### config.mk
export PLATFORM = sky130hd
export DESIGN_NAME = turf_acknack_sender_flat
export DESIGN_NICKNAME = d
export VERILOG_FILES = /design/src/rtl/turf_acknack_sender_if.sv /design/src/rtl/turf_acknack_sender.sv /design/src/flat_wrapper.sv
export SDC_FILE = /design/constraint.sdc
export NUM_CORES = 1
export LEC_CHECK = 0
export BUFFER_PORTS_ARGS = -buffer_cell sky130_fd_sc_hd__buf_2
export CAP_MARGIN = 40
export CORE_ASPECT_RATIO = 1.1
export CORE_UTILIZATION = 30
export CTS_CLUSTER_DIAMETER = 50
export DETAILED_ROUTE_END_ITERATION = 10
export PLACE_DENSITY = 0.46
export SLEW_MARGIN = 20
export SYNTH_ARGS = -nofsm -noshare
export SYNTH_HDL_FRONTEND = slang
export SYNTH_SLANG_ARGS = --single-unit
### constraint.sdc
create_clock -name aclk -period 5.7 [get_ports aclk]
set_input_delay 0.57 -clock aclk [delete_from_list [all_inputs] [get_ports aclk]]
set_output_delay 0.57 -clock aclk [all_outputs]
set_load 0.01 [all_outputs]
### src/rtl/turf_acknack_sender_if.sv
// ============================================================================
// Module      : turf_acknack_sender_if
// Description : Stream bundle for the TURF ack/nack sender. Carries the
//               16-bit ack/nack entry input, the outgoing UDP header and data
//               streams, and the incoming UDP reply header and data streams.
// Ports       : s_acknack_*  entry stream into the sender
//               m_udphdr_*   outgoing header {ip, port, length}
//               m_udpdata_*  outgoing fragment words
//               s_udphdr_*   reply header {ip, port, length}
//               s_udpdata_*  reply data
//               modport master : view taken by the sender
//               modport slave  : view taken by producer / UDP stack
// Revision    : 1.0  initial release
// ============================================================================
`timescale 1ns/1ps
`default_nettype none

interface turf_acknack_sender_if;
    logic [15:0] s_acknack_tdata;
    logic        s_acknack_tvalid;
    logic        s_acknack_tready;

    logic [63:0] m_udphdr_tdata;
    logic        m_udphdr_tvalid;
    logic        m_udphdr_tready;

    logic [63:0] m_udpdata_tdata;
    logic [7:0]  m_udpdata_tkeep;
    logic        m_udpdata_tlast;
    logic        m_udpdata_tvalid;
    logic        m_udpdata_tready;

    logic [63:0] s_udphdr_tdata;
    logic        s_udphdr_tvalid;
    logic        s_udphdr_tready;

    logic [63:0] s_udpdata_tdata;
    logic [7:0]  s_udpdata_tkeep;
    logic        s_udpdata_tlast;
    logic        s_udpdata_tvalid;
    logic        s_udpdata_tready;

    modport master (
        input  s_acknack_tdata, s_acknack_tvalid,
        output s_acknack_tready,
        output m_udphdr_tdata, m_udphdr_tvalid,
        input  m_udphdr_tready,
        output m_udpdata_tdata, m_udpdata_tkeep, m_udpdata_tlast, m_udpdata_tvalid,
        input  m_udpdata_tready,
        input  s_udphdr_tdata, s_udphdr_tvalid,
        output s_udphdr_tready,
        input  s_udpdata_tdata, s_udpdata_tkeep, s_udpdata_tlast, s_udpdata_tvalid,
        output s_udpdata_tready
    );

    modport slave (
        output s_acknack_tdata, s_acknack_tvalid,
        input  s_acknack_tready,
        input  m_udphdr_tdata, m_udphdr_tvalid,
        output m_udphdr_tready,
        input  m_udpdata_tdata, m_udpdata_tkeep, m_udpdata_tlast, m_udpdata_tvalid,
        output m_udpdata_tready,
        output s_udphdr_tdata, s_udphdr_tvalid,
        input  s_udphdr_tready,
        output s_udpdata_tdata, s_udpdata_tkeep, s_udpdata_tlast, s_udpdata_tvalid,
        input  s_udpdata_tready
    );
endinterface

`default_nettype wire

### src/rtl/turf_acknack_sender.sv
// ============================================================================
// Module      : turf_acknack_sender
// Description : Initiator side of the TURF ack/nack UDP protocol. Batches
//               16-bit ack/nack entries into 64-bit fragment words, sends
//               them as one UDP packet, waits for the single-word reply,
//               checks it against the last word sent and retransmits on
//               timeout or mismatch.
// Ports       : aclk, aresetn      clock, synchronous active-low reset
//               dest_ip_i          destination IP, sampled at batch close
//               dest_port_i        destination port, sampled at batch close
//               bus (master)       entry, UDP TX and UDP RX streams
//               busy_o             high whenever not idle
//               open_o             bit 62 of the last accepted reply
//               done_o             pulse: reply matched, batch complete
//               err_mismatch_o     pulse: reply did not match
//               err_timeout_o      pulse: no reply in time
//               err_fail_o         pulse: retries exhausted, batch dropped
// Revision    : 1.0  initial release
// ============================================================================
`timescale 1ns/1ps
`default_nettype none

module turf_acknack_sender #(
    parameter logic [63:0] CHECK_BITS     = 64'h800000FF_FFF00000,
    parameter int          MAX_BATCH      = 8,
    parameter int          FLUSH_CYCLES   = 256,
    parameter int          TIMEOUT_CYCLES = 125000,
    parameter int          MAX_RETRY      = 3
) (
    input  wire logic                   aclk,
    input  wire logic                   aresetn,
    input  wire logic [31:0]            dest_ip_i,
    input  wire logic [15:0]            dest_port_i,
    turf_acknack_sender_if.master       bus,
    output logic                        busy_o,
    output logic                        open_o,
    output logic                        done_o,
    output logic                        err_mismatch_o,
    output logic                        err_timeout_o,
    output logic                        err_fail_o
);

    // Bit 62 carries the "open" flag in replies and never takes part in the
    // comparison.
    localparam logic [63:0] c_MY_CHECK = CHECK_BITS & ~(64'd1 << 62);

    localparam int c_NW = $clog2(MAX_BATCH + 1);
    localparam int c_FW = (FLUSH_CYCLES < 2)   ? 1 : $clog2(FLUSH_CYCLES + 1);
    localparam int c_TW = (TIMEOUT_CYCLES < 2) ? 1 : $clog2(TIMEOUT_CYCLES + 1);
    localparam int c_RW = (MAX_RETRY < 1)      ? 1 : $clog2(MAX_RETRY + 1);

    localparam logic [c_NW-1:0] c_MAX_N      = c_NW'(MAX_BATCH);
    localparam logic [c_NW-1:0] c_ONE_N      = c_NW'(1);
    localparam logic [c_FW-1:0] c_FLUSH_LAST = c_FW'(FLUSH_CYCLES - 1);
    localparam logic [c_FW-1:0] c_ONE_F      = c_FW'(1);
    localparam logic [c_TW-1:0] c_TMO        = c_TW'(TIMEOUT_CYCLES);
    localparam logic [c_TW-1:0] c_TMO_LAST   = c_TW'(TIMEOUT_CYCLES - 1);
    localparam logic [c_TW-1:0] c_ONE_T      = c_TW'(1);
    localparam logic [c_RW-1:0] c_RETRY_MAX  = c_RW'(MAX_RETRY);
    localparam logic [c_RW-1:0] c_ONE_R      = c_RW'(1);

    typedef enum logic [2:0] {
        S_IDLE      = 3'd0,
        S_COLLECT   = 3'd1,
        S_SEND_HDR  = 3'd2,
        S_SEND_DATA = 3'd3,
        S_WAIT_HDR  = 3'd4,
        S_WAIT_DATA = 3'd5,
        S_DROP      = 3'd6,
        S_DRAIN     = 3'd7
    } state_t;

    state_t            r_state;
    state_t            w_state_nxt;

    logic [63:0]       r_buf [MAX_BATCH];
    logic [c_NW-1:0]   r_n;
    logic [c_NW-1:0]   r_idx;
    logic [c_FW-1:0]   r_flush;
    logic [c_TW-1:0]   r_timer;
    logic [c_RW-1:0]   r_retries;
    logic [7:0]        r_seq;
    logic [31:0]       r_dest_ip;
    logic [15:0]       r_dest_port;
    logic              r_pass;
    logic              r_open;
    logic              r_done;
    logic              r_err_mm;
    logic              r_err_to;
    logic              r_err_fail;
    logic              r_rdy_en;

    logic              w_acc_rdy;
    logic              w_accept;
    logic [63:0]       w_word;
    logic [c_NW-1:0]   w_n_m1;
    logic              w_fill_last;
    logic [63:0]       w_dout;
    logic [63:0]       w_last_word;
    logic              w_data_last;
    logic              w_timeout;
    logic              w_reply_ok;
    logic              w_hdr_match;
    logic              w_in_wait;
    logic [15:0]       w_len;

    logic              w_close;
    logic              w_hdr_done;
    logic              w_beat;
    logic              w_retry;
    logic              w_rearm;
    logic              w_pass_evt;
    logic              w_mm_evt;
    logic              w_to_evt;
    logic              w_fail_evt;

    // Length and ignored entry bits are not needed by this side.
    logic w_unused_bits;
    assign w_unused_bits = ^{bus.s_acknack_tdata[14:12], bus.s_udphdr_tdata[15:0]};

    // ------------------------------------------------------------------
    // Datapath decode
    // ------------------------------------------------------------------
    assign w_acc_rdy   = r_rdy_en &&
                         ((r_state == S_IDLE) || ((r_state == S_COLLECT) && (r_n < c_MAX_N)));
    assign w_accept    = w_acc_rdy && bus.s_acknack_tvalid;
    assign w_word      = {bus.s_acknack_tdata[15], 1'b0, 22'd0, r_seq,
                          bus.s_acknack_tdata[11:0], 20'd0};
    assign w_n_m1      = r_n - c_ONE_N;
    assign w_fill_last = ((r_n + c_ONE_N) == c_MAX_N);
    assign w_data_last = (r_idx == w_n_m1);
    assign w_timeout   = (r_timer >= c_TMO_LAST);
    assign w_in_wait   = (r_state == S_WAIT_HDR) || (r_state == S_WAIT_DATA) ||
                         (r_state == S_DROP);
    assign w_hdr_match = (bus.s_udphdr_tdata[63:32] == r_dest_ip) &&
                         (bus.s_udphdr_tdata[31:16] == r_dest_port);
    assign w_reply_ok  = (bus.s_udpdata_tkeep == 8'hFF) &&
                         ((bus.s_udpdata_tdata & c_MY_CHECK) == (w_last_word & c_MY_CHECK));
    assign w_len       = {{(13 - c_NW){1'b0}}, r_n, 3'b000};

    always_comb begin
        w_dout      = '0;
        w_last_word = '0;
        for (int i = 0; i < MAX_BATCH; i++) begin
            if (r_idx == c_NW'(i)) w_dout = r_buf[i];
            if (w_n_m1 == c_NW'(i)) w_last_word = r_buf[i];
        end
    end

    // ------------------------------------------------------------------
    // FSM: state register
    // ------------------------------------------------------------------
    always_ff @(posedge aclk) begin
        if (!aresetn) r_state <= S_IDLE;
        else          r_state <= w_state_nxt;
    end

    // ------------------------------------------------------------------
    // FSM: next state and control strobes
    // ------------------------------------------------------------------
    always_comb begin
        w_state_nxt = r_state;
        w_close     = 1'b0;
        w_hdr_done  = 1'b0;
        w_beat      = 1'b0;
        w_retry     = 1'b0;
        w_rearm     = 1'b0;
        w_pass_evt  = 1'b0;
        w_mm_evt    = 1'b0;
        w_to_evt    = 1'b0;
        w_fail_evt  = 1'b0;

        unique case (r_state)
            S_IDLE: begin
                if (w_accept) begin
                    w_close     = w_fill_last;
                    w_state_nxt = w_fill_last ? S_SEND_HDR : S_COLLECT;
                end
            end
            S_COLLECT: begin
                // An accept restarts the flush window, so an entry that
                // coincides with flush expiry is always kept in the batch.
                if (w_accept) begin
                    if (w_fill_last) begin
                        w_close     = 1'b1;
                        w_state_nxt = S_SEND_HDR;
                    end
                end else if (r_flush == c_FLUSH_LAST) begin
                    w_close     = 1'b1;
                    w_state_nxt = S_SEND_HDR;
                end
            end
            S_SEND_HDR: begin
                if (bus.m_udphdr_tready) begin
                    w_hdr_done  = 1'b1;
                    w_state_nxt = S_SEND_DATA;
                end
            end
            S_SEND_DATA: begin
                if (bus.m_udpdata_tready) begin
                    w_beat = 1'b1;
                    if (w_data_last) w_state_nxt = S_WAIT_HDR;
                end
            end
            S_WAIT_HDR: begin
                if (bus.s_udphdr_tvalid) begin
                    w_state_nxt = w_hdr_match ? S_WAIT_DATA : S_DROP;
                end else if (w_timeout) begin
                    w_to_evt = 1'b1;
                    w_retry  = 1'b1;
                end
            end
            S_WAIT_DATA: begin
                if (bus.s_udpdata_tvalid) begin
                    if (w_reply_ok) begin
                        w_pass_evt = 1'b1;
                        if (bus.s_udpdata_tlast) w_state_nxt = S_IDLE;
                        else                     w_state_nxt = S_DRAIN;
                    end else begin
                        w_mm_evt = 1'b1;
                        if (bus.s_udpdata_tlast) w_retry     = 1'b1;
                        else                     w_state_nxt = S_DRAIN;
                    end
                end else if (w_timeout) begin
                    w_to_evt = 1'b1;
                    w_retry  = 1'b1;
                end
            end
            S_DROP: begin
                if (bus.s_udpdata_tvalid && bus.s_udpdata_tlast) w_state_nxt = S_WAIT_HDR;
            end
            S_DRAIN: begin
                if (bus.s_udpdata_tvalid && bus.s_udpdata_tlast) begin
                    if (r_pass) w_state_nxt = S_IDLE;
                    else        w_retry     = 1'b1;
                end
            end
            default: w_state_nxt = S_IDLE;
        endcase

        // Retry check shared by timeout and mismatch exits.
        if (w_retry) begin
            if (r_retries < c_RETRY_MAX) begin
                w_rearm     = 1'b1;
                w_state_nxt = S_SEND_HDR;
            end else begin
                w_fail_evt  = 1'b1;
                w_state_nxt = S_IDLE;
            end
        end
    end

    // ------------------------------------------------------------------
    // Control / status registers
    // ------------------------------------------------------------------
    always_ff @(posedge aclk) begin
        if (!aresetn) begin
            r_n         <= '0;
            r_idx       <= '0;
            r_flush     <= '0;
            r_timer     <= '0;
            r_retries   <= '0;
            r_seq       <= '0;
            r_dest_ip   <= '0;
            r_dest_port <= '0;
            r_pass      <= 1'b0;
            r_open      <= 1'b0;
            r_done      <= 1'b0;
            r_err_mm    <= 1'b0;
            r_err_to    <= 1'b0;
            r_err_fail  <= 1'b0;
            r_rdy_en    <= 1'b0;
        end else begin
            r_rdy_en   <= 1'b1;
            r_done     <= w_pass_evt;
            r_err_mm   <= w_mm_evt;
            r_err_to   <= w_to_evt;
            r_err_fail <= w_fail_evt;

            if (w_accept) r_n <= r_n + c_ONE_N;

            if (w_accept)                   r_flush <= '0;
            else if (r_state == S_COLLECT)  r_flush <= r_flush + c_ONE_F;

            if (w_close) begin
                r_dest_ip   <= dest_ip_i;
                r_dest_port <= dest_port_i;
                r_retries   <= '0;
            end

            if (w_hdr_done)  r_idx <= '0;
            else if (w_beat) r_idx <= r_idx + c_ONE_N;

            // Timer runs from the final data beat and keeps counting while
            // foreign replies are dropped.
            if (w_beat && w_data_last)            r_timer <= '0;
            else if (w_in_wait && r_timer < c_TMO) r_timer <= r_timer + c_ONE_T;

            if (w_rearm) r_retries <= r_retries + c_ONE_R;

            if ((r_state == S_WAIT_DATA) && bus.s_udpdata_tvalid) r_pass <= w_reply_ok;

            if (w_pass_evt) r_open <= bus.s_udpdata_tdata[62];

            if (w_pass_evt || w_fail_evt) begin
                r_seq <= r_seq + 8'd1;
                r_n   <= '0;
            end
        end
    end

    // Word buffer: contents are only meaningful below r_n, so no reset.
    always_ff @(posedge aclk) begin
        if (w_accept) begin
            for (int i = 0; i < MAX_BATCH; i++) begin
                if (r_n == c_NW'(i)) r_buf[i] <= w_word;
            end
        end
    end

    // ------------------------------------------------------------------
    // Outputs
    // ------------------------------------------------------------------
    assign bus.s_acknack_tready = w_acc_rdy;

    assign bus.m_udphdr_tvalid  = (r_state == S_SEND_HDR);
    assign bus.m_udphdr_tdata   = {r_dest_ip, r_dest_port, w_len};

    assign bus.m_udpdata_tvalid = (r_state == S_SEND_DATA);
    assign bus.m_udpdata_tdata  = w_dout;
    assign bus.m_udpdata_tkeep  = 8'hFF;
    assign bus.m_udpdata_tlast  = w_data_last;

    assign bus.s_udphdr_tready  = !((r_state == S_WAIT_DATA) || (r_state == S_DROP) ||
                                    (r_state == S_DRAIN));
    assign bus.s_udpdata_tready = (r_state != S_WAIT_HDR);

    assign busy_o         = (r_state != S_IDLE);
    assign open_o         = r_open;
    assign done_o         = r_done;
    assign err_mismatch_o = r_err_mm;
    assign err_timeout_o  = r_err_to;
    assign err_fail_o     = r_err_fail;

endmodule

`default_nettype wire

### src/flat_wrapper.sv
// flat-port wrapper written by rule: the top's interface ports become plain ports
module turf_acknack_sender_flat 
#(
    parameter logic [63:0] CHECK_BITS     = 64'h800000FF_FFF00000,
    parameter int          MAX_BATCH      = 8,
    parameter int          FLUSH_CYCLES   = 256,
    parameter int          TIMEOUT_CYCLES = 125000,
    parameter int          MAX_RETRY      = 3
)
  (aclk, aresetn, dest_ip_i, dest_port_i, busy_o, open_o, done_o, err_mismatch_o, err_timeout_o, err_fail_o, bus_s_acknack_tdata, bus_s_acknack_tvalid, bus_s_acknack_tready, bus_m_udphdr_tdata, bus_m_udphdr_tvalid, bus_m_udphdr_tready, bus_m_udpdata_tdata, bus_m_udpdata_tkeep, bus_m_udpdata_tlast, bus_m_udpdata_tvalid, bus_m_udpdata_tready, bus_s_udphdr_tdata, bus_s_udphdr_tvalid, bus_s_udphdr_tready, bus_s_udpdata_tdata, bus_s_udpdata_tkeep, bus_s_udpdata_tlast, bus_s_udpdata_tvalid, bus_s_udpdata_tready);
  turf_acknack_sender_if bus_i ();
  input  wire logic aclk;
  input  wire logic aresetn;
  input  wire logic [31:0] dest_ip_i;
  input  wire logic [15:0] dest_port_i;
  output logic busy_o;
  output logic open_o;
  output logic done_o;
  output logic err_mismatch_o;
  output logic err_timeout_o;
  output logic err_fail_o;
  input wire logic [$bits(bus_i.s_acknack_tdata)-1:0] bus_s_acknack_tdata;
  input wire logic [$bits(bus_i.s_acknack_tvalid)-1:0] bus_s_acknack_tvalid;
  output wire logic [$bits(bus_i.s_acknack_tready)-1:0] bus_s_acknack_tready;
  output wire logic [$bits(bus_i.m_udphdr_tdata)-1:0] bus_m_udphdr_tdata;
  output wire logic [$bits(bus_i.m_udphdr_tvalid)-1:0] bus_m_udphdr_tvalid;
  input wire logic [$bits(bus_i.m_udphdr_tready)-1:0] bus_m_udphdr_tready;
  output wire logic [$bits(bus_i.m_udpdata_tdata)-1:0] bus_m_udpdata_tdata;
  output wire logic [$bits(bus_i.m_udpdata_tkeep)-1:0] bus_m_udpdata_tkeep;
  output wire logic [$bits(bus_i.m_udpdata_tlast)-1:0] bus_m_udpdata_tlast;
  output wire logic [$bits(bus_i.m_udpdata_tvalid)-1:0] bus_m_udpdata_tvalid;
  input wire logic [$bits(bus_i.m_udpdata_tready)-1:0] bus_m_udpdata_tready;
  input wire logic [$bits(bus_i.s_udphdr_tdata)-1:0] bus_s_udphdr_tdata;
  input wire logic [$bits(bus_i.s_udphdr_tvalid)-1:0] bus_s_udphdr_tvalid;
  output wire logic [$bits(bus_i.s_udphdr_tready)-1:0] bus_s_udphdr_tready;
  input wire logic [$bits(bus_i.s_udpdata_tdata)-1:0] bus_s_udpdata_tdata;
  input wire logic [$bits(bus_i.s_udpdata_tkeep)-1:0] bus_s_udpdata_tkeep;
  input wire logic [$bits(bus_i.s_udpdata_tlast)-1:0] bus_s_udpdata_tlast;
  input wire logic [$bits(bus_i.s_udpdata_tvalid)-1:0] bus_s_udpdata_tvalid;
  output wire logic [$bits(bus_i.s_udpdata_tready)-1:0] bus_s_udpdata_tready;
  assign bus_i.s_acknack_tdata = bus_s_acknack_tdata;
  assign bus_i.s_acknack_tvalid = bus_s_acknack_tvalid;
  assign bus_s_acknack_tready = bus_i.s_acknack_tready;
  assign bus_m_udphdr_tdata = bus_i.m_udphdr_tdata;
  assign bus_m_udphdr_tvalid = bus_i.m_udphdr_tvalid;
  assign bus_i.m_udphdr_tready = bus_m_udphdr_tready;
  assign bus_m_udpdata_tdata = bus_i.m_udpdata_tdata;
  assign bus_m_udpdata_tkeep = bus_i.m_udpdata_tkeep;
  assign bus_m_udpdata_tlast = bus_i.m_udpdata_tlast;
  assign bus_m_udpdata_tvalid = bus_i.m_udpdata_tvalid;
  assign bus_i.m_udpdata_tready = bus_m_udpdata_tready;
  assign bus_i.s_udphdr_tdata = bus_s_udphdr_tdata;
  assign bus_i.s_udphdr_tvalid = bus_s_udphdr_tvalid;
  assign bus_s_udphdr_tready = bus_i.s_udphdr_tready;
  assign bus_i.s_udpdata_tdata = bus_s_udpdata_tdata;
  assign bus_i.s_udpdata_tkeep = bus_s_udpdata_tkeep;
  assign bus_i.s_udpdata_tlast = bus_s_udpdata_tlast;
  assign bus_i.s_udpdata_tvalid = bus_s_udpdata_tvalid;
  assign bus_s_udpdata_tready = bus_i.s_udpdata_tready;
  turf_acknack_sender #(.CHECK_BITS(CHECK_BITS), .MAX_BATCH(MAX_BATCH), .FLUSH_CYCLES(FLUSH_CYCLES), .TIMEOUT_CYCLES(TIMEOUT_CYCLES), .MAX_RETRY(MAX_RETRY)) u_core (.aclk(aclk), .aresetn(aresetn), .dest_ip_i(dest_ip_i), .dest_port_i(dest_port_i), .bus(bus_i), .busy_o(busy_o), .open_o(open_o), .done_o(done_o), .err_mismatch_o(err_mismatch_o), .err_timeout_o(err_timeout_o), .err_fail_o(err_fail_o));
endmodule
# Word level (Yosys, flattened, before mapping)
# Memories as Yosys holds them, arrays and structs flattened.
# Index checks and enable logic that the tools add are counted.
# word_totals
input_bits	208
out_inout_bits	148
mem_bits_rw	168
memories	1
latchBits	0
romBits	0
ff_bits	102
wordCells	223
# op_classes
n_reduce_logical	35
n_bitwise	1
shift	0
eq_ne	48
div	0
mul	0
addsub	7
n_lt_le_gt_ge	4
n_mux	111
# mem_list
name	depth	word_bits	read_ports	rd_clocked_by_memory_dff	write_ports	line_no	source
u_core.r_buf	8	21	8	0	1	turf_acknack_sender.sv:76	logic [63:0] r_buf [MAX_BATCH];
# ops
op	count
2-to-1 mux 64 bit	16
2-to-1 mux 21 bit	7
OR reduction 21 bit	7
2-to-1 mux 3 bit	23
2-to-1 mux 1 bit	56
equality test 4 x 3 -> 1 bit (second input constant)	12
equality test 32 bit	1
equality test 4 x 2 -> 1 bit (second input constant)	6
one-hot mux 3 bit (8 select lines)	1
equality test 21 bit	1
inequality test 3 x 1 -> 1 bit (second input constant)	6
adder 17 x 1 -> 17 bit (second input constant)	1
greater-or-equal comparator 17 bit (second input constant)	1
< comparator 17 bit (second input constant)	1
equality test 16 bit	1
equality test 3 bit (second input constant)	4
equality test 4 x 1 -> 1 bit (second input constant)	3
zero test 4 bit	3
AND reduction 12 bit	1
2-to-1 mux 2 bit	5
adder 9 x 1 -> 9 bit (second input constant)	1
equality test 9 x 8 -> 1 bit (second input constant)	1
logical AND 1 bit	9
inequality test 3 x 2 -> 1 bit (second input constant)	3
other kinds (25)	36

# Longest topological paths before layout
# depth
ltp_word	18
ltp_mapped	19
depth_no_buf	13

# Worst setup path after synthesis
# No wires, ideal clock.
# synth_path
kind	register to register
from	reg u_core.r_n[1]
to	mem u_core.r_buf[0][21] (netlist name), enable pin
slack_ps	1319
t_arrival_ps	3921
t_required_ps	5239
stages_incl_launch_ff	7
setup_time_ps	461
period_less_slack_ps	4381
cell_sequence	dfxtp_1 > inv_1 > ha_1 > clkbuf_1 > clkbuf_1 > clkbuf_1 > nor4b_1
# synth_between
elab_chain_len	15
# synth_lines
element	line_no	source
start, declared	turf_acknack_sender.sv:77	logic [c_NW-1:0] r_n;
start signal, assigned	turf_acknack_sender.sv:280	if (w_accept) r_n <= r_n + c_ONE_N;
< comparator 4 bit	turf_acknack_sender.sv:125	((r_state == S_IDLE) || ((r_state == S_COLLECT) && (r_n < c_MAX_N)));
logical AND 1 bit	turf_acknack_sender.sv:125	
logical OR 1 bit	turf_acknack_sender.sv:125	
logical AND 1 bit	turf_acknack_sender.sv:124	assign w_acc_rdy = r_rdy_en &&
logical AND 1 bit	turf_acknack_sender.sv:126	assign w_accept = w_acc_rdy && bus.s_acknack_tvalid;
2-to-1 mux 1 bit	turf_acknack_sender.sv:314	if (w_accept) begin
2-to-1 mux 1 bit (implied by the code)	turf_acknack_sender.sv:316	if (r_n == c_NW'(i)) r_buf[i] <= w_word;
OR reduction 21 bit (no source line)	n/a	
2-to-1 mux 3 bit (no source line) or 2-to-1 mux 1 bit (tied branches) (7 in a row)	n/a	
end, declared	turf_acknack_sender.sv:76	
# Parallel ways exist; a longest one is shown, timed or not.

# Final worst setup path
# layout_path
from	reg u_core.r_n[0]
to	reg u_core.r_seq[3]
# layout_between
elab_chain_len	17
# layout_lines
element	line_no	source
subtractor 4 x 1 -> 4 bit (*)	turf_acknack_sender.sv:129	assign w_n_m1 = r_n - c_ONE_N;
net u_core.w_n_m1[0]	turf_acknack_sender.sv:96	logic [c_NW-1:0] w_n_m1;
zero test 4 bit	turf_acknack_sender.sv:146	if (w_n_m1 == c_NW'(i)) w_last_word = r_buf[i];
2-to-1 mux 64 bit (7 in a row)	turf_acknack_sender.sv:146	
2-to-1 mux 64 bit (*)	turf_acknack_sender.sv:146	
equality test 21 bit (*)	turf_acknack_sender.sv:138	((bus.s_udpdata_tdata & c_MY_CHECK) == (w_last_word & c_MY_CHECK));
logical AND 1 bit (*)	turf_acknack_sender.sv:137	assign w_reply_ok = (bus.s_udpdata_tkeep == 8'hFF) &&
2-to-1 mux 1 bit	turf_acknack_sender.sv:215	if (w_reply_ok) begin
2-to-1 mux 1 bit	turf_acknack_sender.sv:214	if (bus.s_udpdata_tvalid) begin
one-hot mux 1 bit (3 select lines)	turf_acknack_sender.sv:173	unique case (r_state)
2-to-1 mux 1 bit	turf_acknack_sender.sv:242	if (w_retry) begin
logical OR 1 bit (*)	turf_acknack_sender.sv:305	if (w_pass_evt || w_fail_evt) begin
end signal, assigned	turf_acknack_sender.sv:306	r_seq <= r_seq + 8'd1;
end, declared	turf_acknack_sender.sv:82	logic [7:0] r_seq;
# Mark *: on every way through the listed nets, which the timed path passes. The rest lies on a longest branch.
# A chain may end at the register's enable or synchronous reset.

==> results.md <==
- CP peak stage delay: 0.61 ns
- Die area: 0.0503 mm^2
- Worst slew pin tran: 0.786 ns
- Root Driver: clkbuf_16
- CP Max Fanout: 24
- Yosys top cell by area: edfxtp_1
- Power Density: 313 mW/mm^2
- Vias/cell: 5.17
- Worst vdd ir: 0.208 mV
- Reg2reg start: u_core.r_n[0]
- Hold Path Cell Cnt: 3
- DRC errors left: 0
- Number of global-route vias before repair: 12.6k
- Final setup margin: 0.665 ns
- First-pass GRT wire length: 77800 um
- Fin crit period: 5.04 ns
- Post-CTS setup buffers: 0
- Final worst path period share: 0.883
- Mux cell area share after synthesis: 0.0117
- XOR/XNOR Fraction of Synth Area: 0.0508
- First-pass DRT Iterations: 5
- Worst Setup End Kind: flip-flop
- RSZ-0062 raised after global routing: no
- Leakage: 6.58 nW
- Adder-Cell Fraction of Synth Area: 0.0127
- Worst Setup Start Kind: flip-flop
- Synthesized flop and latch total: 270
- Initial antenna violation count: 2
- Outcome: finished clean
- Synthesis-to-finish area growth: 20.8%
- Worst slew margin: 0.475
- Diodes inserted: 0
- DP Worst Slack: 0.678 ns
- Largest net degree at the start of global routing: 51
- Hold_buf cts: 0
- Detailed-route wire length per cell: 20.9 um
- Synth Flop Type: edfxtp_1
- CTS H-Tree Depth: 2
- GP Congestion: 0.902
- Final hold viol count: 0
- Final wirelength: 52000 um
- Compound-cell area share of the yosys netlist: 0.190
- R2R Setup Slk: 0.66 ns
- Layout Nets: 2024
- Clk sink count: 270
- Top post-synthesis cells by area: edfxtp_1 (34%), dfxtp_1 (14%), nand2_1 (5.1%), a21oi_1 (4.9%), xnor2_1 (3.7%)
- Total Power: 5.61 mW
- Async SR Flop Fraction: 0
- Clk buf depth: 3
- Post-route clock skew: 0.0145 ns
- Via Count: 12.8k
- Mapped cell area: 0.0148 mm^2
- HP Start: dest_port_i[3]
- CP max stage cell: dfxtp_1
- Critical R2R Capture: u_core.r_seq[3]
- Seq/Total Area, Yosys: 0.478
- FF-to-FF path depth: 14
- Remaining Overflow, GRT: 0
- IO Port Bufs: 231
- Detailed Place HPWL: 37300 um
- Worst Path Required: 6.14 ns
- Core area: 0.0488 mm^2
- Post-synth EDFFs: 168
- Kind of cell adding the most delay to the critical path: simple AND/OR/NAND/NOR gates
- Final Max Slew Viols: 0
- Hold Path Class: in -> reg
- WHS Endpoint: u_core.r_dest_port[3]
- Synth Instances: 1577
- Synth Warn #: 0
- Die width: 214 um
- Cells along the critical path: inv_1, ha_1, and2b_1, a21oi_4, o21a_4, nor4b_1, or4_1, a2111o_1, nor4_4, nand4_2, o21ai_2, buf_4, nand4_1, mux2i_1
- Critical path class: reg -> reg
- Layout cells sized above 1: 0.207
- Inserted Clock Buffers: 42
- Fill cells: 5025
- # rows: 85
- Post-synth top area share: 0.340
- Final setup vio count: 0
- Worst skew pair latency: 0.56 ns
- Die Y: 235 um
- Starting Density: 0.304
- Post-Syn Area per Cell: 9.40 um^2
- Placed inst area: 0.0166 mm^2
- Netlist cell types: 88
- Detailed Route Iter0 Violations: 867
- Fmax: 199 MHz
- Post-Synth Simple-Gate Area: 0.187
- Most frequent cells in the layout: buf_2 (231), nand2_1 (202), edfxtp_1 (168)
- Cts repair resizes: 0
- I/O Pins: 356
- Most common cell after layout, fill and taps aside: buf_2
- CTS tree: done
- CP bufs+invs: 2
- Setup TNS: 0 ns
- Antenna Nets Post-Route: 0
- Final cell area excluding filler cells: 0.0179 mm^2
- Worst-path clk slew: 0.05 ns
- Largest family of logic cells by synthesized area: compound AO/OA/AOI/OAI gates
- GRT Util Overall: 0.203
- Max-cap check violation count: 0
- WP data arrival: 5.47 ns
metrics by stage:
step           instances  hold slack, ns  utilization
2_1_floorplan       1638           0.430            -
3_3_place_gp        2405           0.450        0.338
3_5_place_dp        2409           0.457        0.339
4_1_cts             2484           0.228        0.367
5_1_grt             2484           0.243        0.367
6_report            2484           0.255        0.367
where the power goes:
group / internal (mW) / switching, mW / total (mW)
combinational: 0.363 / 0.620 / 0.983
clock: 1.52 / 0.947 / 2.46
sequential: 2.12 / 0.0494 / 2.17
total: 4.00 / 1.62 / 5.61
state kept, by name, indices dropped and copies added, names as in the netlist:
signal and cells:
u_core.r_buf 168, u_core.r_dest_ip 32, u_core.r_timer 17, u_core.r_dest_port 16, u_core.r_flush 9, u_core.r_seq 8
u_core.r_idx 4, u_core.r_n 4, u_core.r_state 3, u_core.r_retries 2, u_core.done_o 1, u_core.err_fail_o 1
u_core.err_mismatch_o 1, u_core.err_timeout_o 1, u_core.open_o 1, u_core.r_pass 1, u_core.r_rdy_en 1
synth_stat cells (all sizes together) (32+ instances only):
library cell / instances
edfxtp: 168
a21oi: 145
nor2: 120
a22oi: 45
dfxtp: 102
nand2: 202
nand4: 35
clkbuf: 75
xnor2: 63
nand3: 40
buf: 87
o211ai: 32
o21ai: 95
worst reg2reg max path, delay by kind of cell, from the launching register on:
kind | cells | cell delay [ns]
AOI/OAI and AO/OA | 4 | 1.39
buffers and inverters | 2 | 0.43
and+or+nand+nor | 6 | 1.95
muxes | 1 | 0.16
DFF | 1 | 0.61
adders and majority gates | 1 | 0.38
cell families (layout without fill, tap and decap cells):
group / count (synthesis) / in the layout
buffers and inverters: 191 / 385
other: 2 / 63
flip-flops: 270 / 270
AO/OA/AOI/OAI: 435 / 435
adder cells (fa/ha/maj): 15 / 15
multiplexers: 17 / 17
AND/OR/NAND/NOR: 561 / 561
XOR/XNOR: 86 / 86
routing by layer:
layer  part of all wire  track usage  up-vias
met2               0.47        0.333      448
met4              0.037       0.0828        4
met3              0.061       0.0411      100
met1               0.43        0.260     6193
met5            0.00044            0        -
li1                   -            -     6098
layout make-up:
| class | instances | area, um^2 | share of cell area |
|---|---|---|---|
| Sequential cell | 270 | 7090 | 0.396 |
| Multi-Input combinational cell | 1177 | 6980 | 0.390 |
| Timing Repair Buffer | 281 | 1570 | 0.0878 |
| Clock buffer | 54 | 1150 | 0.0641 |
| Tap cell | 652 | 816 | 0.0456 |
| Clock inverter | 21 | 191 | 0.0107 |
| Inverter | 29 | 109 | 0.00608 |
worst max-delay path by stage:
stage / slack (ns) / to / start / cells after the start
2_1_floorplan: 1.32 / u_core.r_buf[0][21] / u_core.r_n[1] / 6
3_3_place_gp: 0.74 / u_core.r_seq[1] / u_core.r_n[0] / 14
3_5_place_dp: 0.68 / u_core.r_seq[3] / u_core.r_n[0] / 14
4_1_cts: 0.67 / u_core.r_seq[3] / u_core.r_n[0] / 14
5_1_grt: 0.29 / u_core.r_seq[3] / u_core.r_n[0] / 14
6_report: 0.66 / u_core.r_seq[3] / u_core.r_n[0] / 14
No activity file was read; power rests on OpenSTA's default activity.
